$ cat config.mk
export PLATFORM = sky130hd
export DESIGN_NAME = aud_player_stereo
export DESIGN_NICKNAME = d
export VERILOG_FILES = /design/src/rtl/aud_player_stereo.sv
export SDC_FILE = /design/constraint.sdc
export NUM_CORES = 1
export LEC_CHECK = 0
export ABC_AREA = 0
export BUFFER_PORTS_ARGS = -buffer_cell sky130_fd_sc_hd__buf_4
export CAP_MARGIN = 10
export CORE_UTILIZATION = 64
export CTS_CLUSTER_DIAMETER = 60
export DETAILED_ROUTE_END_ITERATION = 8
export GPL_TIMING_DRIVEN = 1
export PLACE_DENSITY_LB_ADDON = 0.12
export SLEW_MARGIN = 20
export SYNTH_ARGS = -nofsm -noshare
export SYNTH_HDL_FRONTEND = slang
export SYNTH_SLANG_ARGS = --single-unit
$ cat constraint.sdc
create_clock -name i_bclk -period 5.7 [get_ports i_bclk]
set_input_delay 0.855 -clock i_bclk [delete_from_list [all_inputs] [get_ports i_bclk]]
set_output_delay 0.855 -clock i_bclk [all_outputs]
set_load 0.02 [all_outputs]
$ cat src/rtl/aud_player_stereo.sv
// Stereo I2S DAC serializer running entirely in the codec bit-clock domain.
// Sample pairs enter a small FIFO; each left-frame start pops one pair and serialises it MSB-first.
module aud_player_stereo #(
    parameter int DATA_W     = 16,
    parameter int FIFO_DEPTH = 4,
    parameter int CNT_W      = 8
) (
    input  logic                          i_bclk,
    input  logic                          i_rst,
    input  logic                          i_daclrck,
    input  logic                          i_en,
    input  logic                          i_mute,
    input  logic                          i_mono,
    input  logic                          i_valid,
    input  logic [DATA_W-1:0]             i_data_l,
    input  logic [DATA_W-1:0]             i_data_r,
    output logic                          o_ready,
    output logic                          o_aud_dacdat,
    output logic                          o_underrun,
    output logic [CNT_W-1:0]              o_underrun_cnt,
    output logic [$clog2(FIFO_DEPTH):0]   o_level,
    output logic                          o_busy
);

    localparam int AW = $clog2(FIFO_DEPTH);
    localparam int LW = AW + 1;
    localparam int BW = $clog2(DATA_W + 1);
    localparam logic [LW-1:0] DEPTH_L = LW'(FIFO_DEPTH);
    localparam logic [BW-1:0] BITS_L  = BW'(DATA_W);

    typedef enum logic [1:0] {
        ST_IDLE,
        ST_LEFT,
        ST_RIGHT
    } state_t;

    state_t              state_q, state_d;
    logic                lrck_q;
    logic [DATA_W-1:0]   shift_q, shift_d;
    logic [DATA_W-1:0]   r_hold_q, r_hold_d;
    logic [BW-1:0]       bit_cnt_q, bit_cnt_d;
    logic                dac_q, dac_d;
    logic                underrun_q, underrun_d;
    logic [CNT_W-1:0]    urun_cnt_q, urun_cnt_d;

    logic [DATA_W-1:0]   mem_l [FIFO_DEPTH];
    logic [DATA_W-1:0]   mem_r [FIFO_DEPTH];
    logic [AW-1:0]       wr_ptr_q;
    logic [AW-1:0]       rd_ptr_q;
    logic [LW-1:0]       level_q;

    logic                edge_l;
    logic                edge_r;
    logic                fifo_empty;
    logic                push;
    logic                pop;
    logic                do_load;
    logic [DATA_W-1:0]   load_word;
    logic [DATA_W-1:0]   head_l;
    logic [DATA_W-1:0]   head_r;

    assign edge_l     = !i_daclrck && lrck_q;
    assign edge_r     = i_daclrck && !lrck_q;
    assign fifo_empty = (level_q == '0);
    assign o_ready    = (level_q != DEPTH_L);
    assign push       = i_valid && o_ready;
    assign head_l     = mem_l[rd_ptr_q];
    assign head_r     = mem_r[rd_ptr_q];

    // FIFO storage and occupancy; the head is read combinationally so a pop can load on the same edge
    always_ff @(posedge i_bclk) begin
        if (push) begin
            mem_l[wr_ptr_q] <= i_data_l;
            mem_r[wr_ptr_q] <= i_data_r;
        end
    end

    always_ff @(posedge i_bclk) begin
        if (i_rst) begin
            wr_ptr_q <= '0;
            rd_ptr_q <= '0;
            level_q  <= '0;
        end else begin
            if (push) begin
                wr_ptr_q <= wr_ptr_q + AW'(1);
            end
            if (pop) begin
                rd_ptr_q <= rd_ptr_q + AW'(1);
            end
            case ({push, pop})
                2'b10:   level_q <= level_q + LW'(1);
                2'b01:   level_q <= level_q - LW'(1);
                default: level_q <= level_q;
            endcase
        end
    end

    always_comb begin
        state_d    = state_q;
        shift_d    = shift_q;
        r_hold_d   = r_hold_q;
        bit_cnt_d  = bit_cnt_q;
        dac_d      = 1'b0;
        underrun_d = 1'b0;
        urun_cnt_d = urun_cnt_q;
        pop        = 1'b0;
        do_load    = 1'b0;
        load_word  = '0;

        // Serialise while inside a half-frame; once the word is out the slot is zero-padded
        if (state_q != ST_IDLE && bit_cnt_q != BITS_L) begin
            dac_d     = shift_q[DATA_W-1];
            shift_d   = {shift_q[DATA_W-2:0], 1'b0};
            bit_cnt_d = bit_cnt_q + BW'(1);
        end

        case (state_q)
            ST_IDLE, ST_RIGHT: begin
                if (edge_l) begin
                    if (i_en) begin
                        state_d = ST_LEFT;
                        do_load = 1'b1;
                        if (!fifo_empty) begin
                            pop       = 1'b1;
                            load_word = i_mute ? '0 : head_l;
                            r_hold_d  = i_mono ? head_l : head_r;
                        end else begin
                            load_word  = '0;
                            r_hold_d   = '0;
                            underrun_d = 1'b1;
                            if (urun_cnt_q != '1) begin
                                urun_cnt_d = urun_cnt_q + CNT_W'(1);
                            end
                        end
                    end else begin
                        state_d = ST_IDLE;
                        dac_d   = 1'b0;
                    end
                end
            end
            ST_LEFT: begin
                if (edge_r) begin
                    state_d   = ST_RIGHT;
                    do_load   = 1'b1;
                    load_word = i_mute ? '0 : r_hold_q;
                end
            end
            default: begin
                state_d = ST_IDLE;
            end
        endcase

        // A load preempts any bits still pending from a short half-frame
        if (do_load) begin
            dac_d     = load_word[DATA_W-1];
            shift_d   = {load_word[DATA_W-2:0], 1'b0};
            bit_cnt_d = BW'(1);
        end
    end

    always_ff @(posedge i_bclk) begin
        if (i_rst) begin
            state_q    <= ST_IDLE;
            lrck_q     <= 1'b1;
            shift_q    <= '0;
            r_hold_q   <= '0;
            bit_cnt_q  <= '0;
            dac_q      <= 1'b0;
            underrun_q <= 1'b0;
            urun_cnt_q <= '0;
        end else begin
            state_q    <= state_d;
            lrck_q     <= i_daclrck;
            shift_q    <= shift_d;
            r_hold_q   <= r_hold_d;
            bit_cnt_q  <= bit_cnt_d;
            dac_q      <= dac_d;
            underrun_q <= underrun_d;
            urun_cnt_q <= urun_cnt_d;
        end
    end

    assign o_aud_dacdat   = dac_q;
    assign o_underrun     = underrun_q;
    assign o_underrun_cnt = urun_cnt_q;
    assign o_level        = level_q;
    assign o_busy         = (state_q == ST_LEFT) || (state_q == ST_RIGHT);

endmodule

* Word level (Yosys, flattened, before mapping)
Memories as Yosys holds them, arrays and structs flattened. A register that Yosys moved wholly into a read port is not among the register bits.
Cells that the tools add are included.
** Word-level totals
- Output and inout bits :: 15
- Memory bits (writable) :: 128
- Register bits after elaboration :: 56
- Logic and storage cells :: 88
- Bits of input ports :: 39
- Memories kept :: 2
** Memory list
- mem_l :: depth 4, width 16, read ports 1, clocked after Yosys merged registers in 1, wr ports 1, RTL line 46 : logic [DATA_W-1:0] mem_l [FIFO_DEPTH];
- mem_r :: depth 4, width 16, read ports 1, clocked after Yosys merged registers in 1, wr ports 1, RTL line 47 : logic [DATA_W-1:0] mem_r [FIFO_DEPTH];
** Cells by class
- Reductions and logical operators :: 18
- $add $sub $neg :: 6
- Bitwise operators :: 3
- Eq/ne operators :: 9
- Muxes and demuxes :: 38
** Operator list (number)
- $mux 16 :: 10
- $pmux 16 s2 :: 1
- $mux 1 :: 18
- $mux 2 :: 6
- $add 8x1->8 const B :: 1
- $ne 8x8->1 const B :: 1
- $pmux 3 s2 :: 1
- $reduce_bool 2->1 :: 3
- $add 5x1->5 const B :: 1
- $ne 5x5->1 const B :: 1
- $reduce_and 5->1 :: 1
- $add 2x1->2 const B :: 2
- $eq 2x1->1 const B :: 2
- $eq 2x2->1 const B :: 2
- $logic_and 1x1->1 :: 4
- $ne 2x2->1 const B :: 2
- $pmux 2 s2 :: 1
- $reduce_or 2->1 :: 2
- $reduce_or 4->1 :: 1
- $add 3x1->3 const B :: 1
- $logic_not 3->1 :: 1
- $ne 3x3->1 const B :: 1
- $not 1->1 :: 3
- $reduce_and 3->1 :: 1
- 6 further kinds :: 7

* Longest topological paths before layout
- Depth after elaboration :: 7
- Mapped depth :: 13

* Least setup slack after synthesis
OpenSTA, ideal clock, no wires.
- Path type :: input-to-reg
- Start :: input port i_daclrck
- End :: register level_q[2] (netlist: o_level[2])
- Stages on the path :: 10
- Arrival time :: 2701 ps
- Slack :: 2929 ps
- Data required time :: 5629 ps
- Buffers on the path :: 1
- Cells stage by stage :: and2b_1 > nand4_1 > inv_2 > buf_4 > ha_1 > inv_1 > fa_1 > xor2_1 > or3_1 > a21oi_1
** On the way
- Longest elaborated chain between the ends :: 6
** Ends and longest elaborated chain
- start, declared :: RTL line 10 : input logic i_daclrck,
- $logic_not 1->1 (*) :: RTL line 62 : assign edge_l = !i_daclrck && lrck_q;
- $logic_and 1x1->1 (*) :: RTL line 62
- $mux 1 (*) :: RTL line 119 : if (edge_l) begin
- $mux 1 (*) :: RTL line 117 : case (state_q)
- net pop :: RTL line 56 : logic pop;
- $eq 2x1->1 or $eq 2x2->1 (tied branches) :: RTL line 90 : case ({push, pop})
- $pmux 3 s2 or $reduce_bool 2->1 (tied branches)
- end signal, assigned :: RTL line 91 : 2'b10: level_q <= level_q + LW'(1);
- end signal, assigned :: RTL line 92 : 2'b01: level_q <= level_q - LW'(1);
- end signal, assigned :: RTL line 93 : default: level_q <= level_q;
- end, declared :: RTL line 50 : logic [LW-1:0] level_q;
The timed path passes the listed nets; every way through them passes the cells marked *.
A chain may end at the register's enable or synchronous reset.

* Final worst setup path
- Start :: register state_q[0]
- End :: register level_q[2] (netlist: o_level[2])
** On the way
- Longest elaborated chain between the ends :: 5
** Ends and longest elaborated chain
- start, declared :: RTL line 37 : state_t state_q, state_d;
- start signal, assigned :: RTL line 172 : state_q <= state_d;
- $eq 2x2->1 or $logic_not 2->1 (tied branches) :: RTL line 117
- $reduce_or 2->1 (*) :: RTL line 117
- $mux 1 (*) :: RTL line 117
- $eq 2x1->1 or $eq 2x2->1 (tied branches) :: RTL line 90
- $pmux 3 s2 or $reduce_bool 2->1 (tied branches)
Every way passes the cells marked *; elsewhere a longest branch is shown, timed or not.

==> results.yml <==
run_status:
  status: "complete, no violations"
worst_setup_path:
  slowest_delay_ns: 0.38
  path_buf_inv: 3
  cp_data_arrival_time_ns: 3.14
  worst_path_dominant_cell_family: "adder cells"
  critPathSlowestCell: "fa_1"
  critPathCaptureType: "flop"
  cp-start-kind: "flop"
  worstSetupPathType: "flop to flop"
  path_cells: "inv_1 -> ha_1 -> or2_1 -> nand4_1 -> inv_2 -> ha_1 -> inv_1 -> fa_1 -> xor2_1 -> or3_1 -> a21oi_1"
  r2r_cells: 11
  r2r_slack_ns: 2.92
  reg2reg_to: "o_level[2]"
  cp-startpoint: "state_q[0]"
  cp.required_ns: 6.06
  path_max_fanout: 19
  regToRegStartpoint: "state_q[0]"
floorplan:
  dieArea_um2: 12200
  io_pins: 54
  start_util_pct: 65.7
  die_h_um: 110
  core_area_um2: 11400
  die_x_um: 110
  fp-row-count: 39
sta:
  max_freq_mhz: 359
  clock_skew_ns: 0.00561
  fin_crit_sh_pct: 48.8
  setup_tns_ns: 0
  setup_viol: 0
  relSlewSlack_pct: 35.3
  tightest_slew_ns: 0.966
  period_needed_ns: 2.78
  rsz0062_at_grt: "no"
  finalHoldViolCount: 0
  maxSlewViolCount: 0
placement:
  portBuffers: 53
  hpwl_mm: 8.62
  gp_congestion: 0.785
  place_area_um2: 8000
clock_tree:
  cts_resized: 0
  clockBufferDepth: 2
  ctsHoldBuffers: 0
  cts_tree: "yes"
  clock_latency_ns: 0.43
  cts_max_level: 4
  numClockSinks: 186
  cts_setup_buffers: 0
  numCtsBuffers: 17
  cts-root-buf: "clkbuf_16"
  clk_pin_slew_ns: 0.07
power:
  p_leak_nw: 2.92
  vdd.ir_drop.worst_mv: 0.257
  powerDensity_nw_per_um2: 352
synthesis:
  synth-seq-cells: 186
  synthArstFlopShare_pct: 0
  ys_types: 51
  synth_nets: 556
  ys_warn_count: 0
  syn_inst: 504
  netlist_area_um2: 7510
  syn_area_per_cell_um2: 14.9
  yosysSeqAreaShare_pct: 66.7
  synth_edf_count: 128
  synth_ff_type: "edfxtp_1"
global_routing:
  antenna_found_initial: 0
  globalRouteTotalUtil_pct: 26.2
  grt_pass1_wl_mm: 22.6
  use_met2_pct: 42.2
  grt_pass1_vias: 4448
  grt_use_met1_pct: 34.1
  gr-usage-met3_pct: 6.23
  busiest_layer: "met2"
  grt_overflow: 0
  grt_max_degree: 47
drt:
  wl_per_cell_um: 20.5
  dr.pass1.iters: 5
  viasPerCell: 6.28
  ant_nets: 0
  dr.first_iter.drc_count: 368
  drc_errors: 0
  routed_wl_mm: 14.5
  num_vias: 4465
final_layout:
  seq_area_um2: 5010
  layout_common_cells: "edfxtp_1 (128), buf_4 (58), dfxtp_1 (56), o21ai_0 (36), nand2_1 (35)"
  final_area_um2: 8590
  final_common_cell: "edfxtp_1"
  nFillCells: 698
  layout-drive-gt1-share_pct: 23.2
  final_nets: 607
  syn2layout_area_growth_pct: 14.5
  multi_input_area_um2: 2320
  antenna_cells: 0
job:
  drv_cap: 0
min_path:
  hold_path_startpoint: "r_hold_q[7]"
  hold_path.class: "flop to flop"
  min_path_cells: 2
  hold_end: "r_hold_q[7]"
layer usage:
| metal | up-vias | wire [um] |
|---|---|---|
| met5 | - | 0 |
| met4 | 0 | 388 |
| met3 | 27 | 793 |
| met2 | 148 | 7280 |
| met1 | 2238 | 6080 |
| li1 | 2052 | - |
Yosys cell counts (all sizes together), types with 4 or more instances:
library cell / number / area, um2
nand2: 35 / 131
nand4: 4 / 25.0
mux2i: 16 / 160
nor3: 22 / 115
xor2: 5 / 43.8
inv: 15 / 56.3
edfxtp: 128 / 3840
a311oi: 14 / 123
a21oi: 14 / 70.1
ha: 12 / 150
nand3: 19 / 95.1
clkbuf: 11 / 45.0
nor2: 15 / 56.3
buf: 15 / 83.8
dfxtp: 58 / 1160
mux4: 32 / 721
nand2b: 4 / 25.0
or3: 5 / 31.3
o21ai: 36 / 180
and3: 5 / 31.3
how the worst max path moves through the flow:
stage / end / slack, ns / cells after the start
final: o_level[2] / 2.92 / 11
after global routing: o_level[2] / 2.66 / 11
after CTS: o_level[2] / 2.95 / 11
after detailed placement: o_level[2] / 2.61 / 10
after global placement: o_level[2] / 2.71 / 10
after floorplan: o_level[2] / 2.93 / 10
stage by stage:
stage	hold slack, ns	total power, mW	setup WS [ns]	instances	util [%]
3_5_place_dp	0.443	1.86	2.61	679	70.0
2_1_floorplan	0.425	1.76	2.93	504	-
6_report	0.459	3.03	2.92	711	75.3
4_1_cts	0.459	3.04	2.95	711	75.3
3_3_place_gp	0.438	1.84	2.71	679	70.0
5_1_grt	0.506	3.12	2.66	711	75.3
power by group:
group          internal (mW)  total (mW)  switching (mW)
logic                  0.117       0.279           0.161
registers               1.52        1.56          0.0316
clock network          0.693        1.19           0.500
total                   2.33        3.03           0.693
logic make-up (layout without fill, tap and decap cells):
group / after synthesis / count (layout) / share of synthesized area, %
DFF: 186 / 186 / 66.7
and+or+nand+nor: 128 / 128 / 8.80
AOI/OAI and AO/OA: 78 / 78 / 6.83
muxes: 50 / 50 / 12.0
buffers and inverters: 41 / 105 / 2.47
adders and majority gates: 13 / 13 / 2.27
xor gates and xnor gates: 8 / 8 / 0.933
tightest hold or removal path, stage by stage, from the launching register on:
cell	delay [ns]
dfxtp_1	0.33
nand2_1	0.04
o21ai_0	0.06
area by class of cell:
type | count | area share [%]
clock inverter | 14 | 1.98
timing repair buffer | 58 | 5.07
multi-input combinational | 277 | 27.0
tap | 143 | 2.08
clock buffer | 18 | 4.99
sequential | 186 | 58.3
inverter | 15 | 0.655
state kept, by name (all words and copies together), names as in the netlist, named ones only:
signal	count
bit_cnt_q	5
o_level	3
mem_l	64
r_hold_q	16
state_q	2
wr_ptr_q	2
o_underrun_cnt	8
lrck_q	1
o_aud_dacdat	1
o_underrun	1
mem_r	64
shift_q	15
rd_ptr_q	2
No activity file was read; power rests on OpenSTA's default activity.
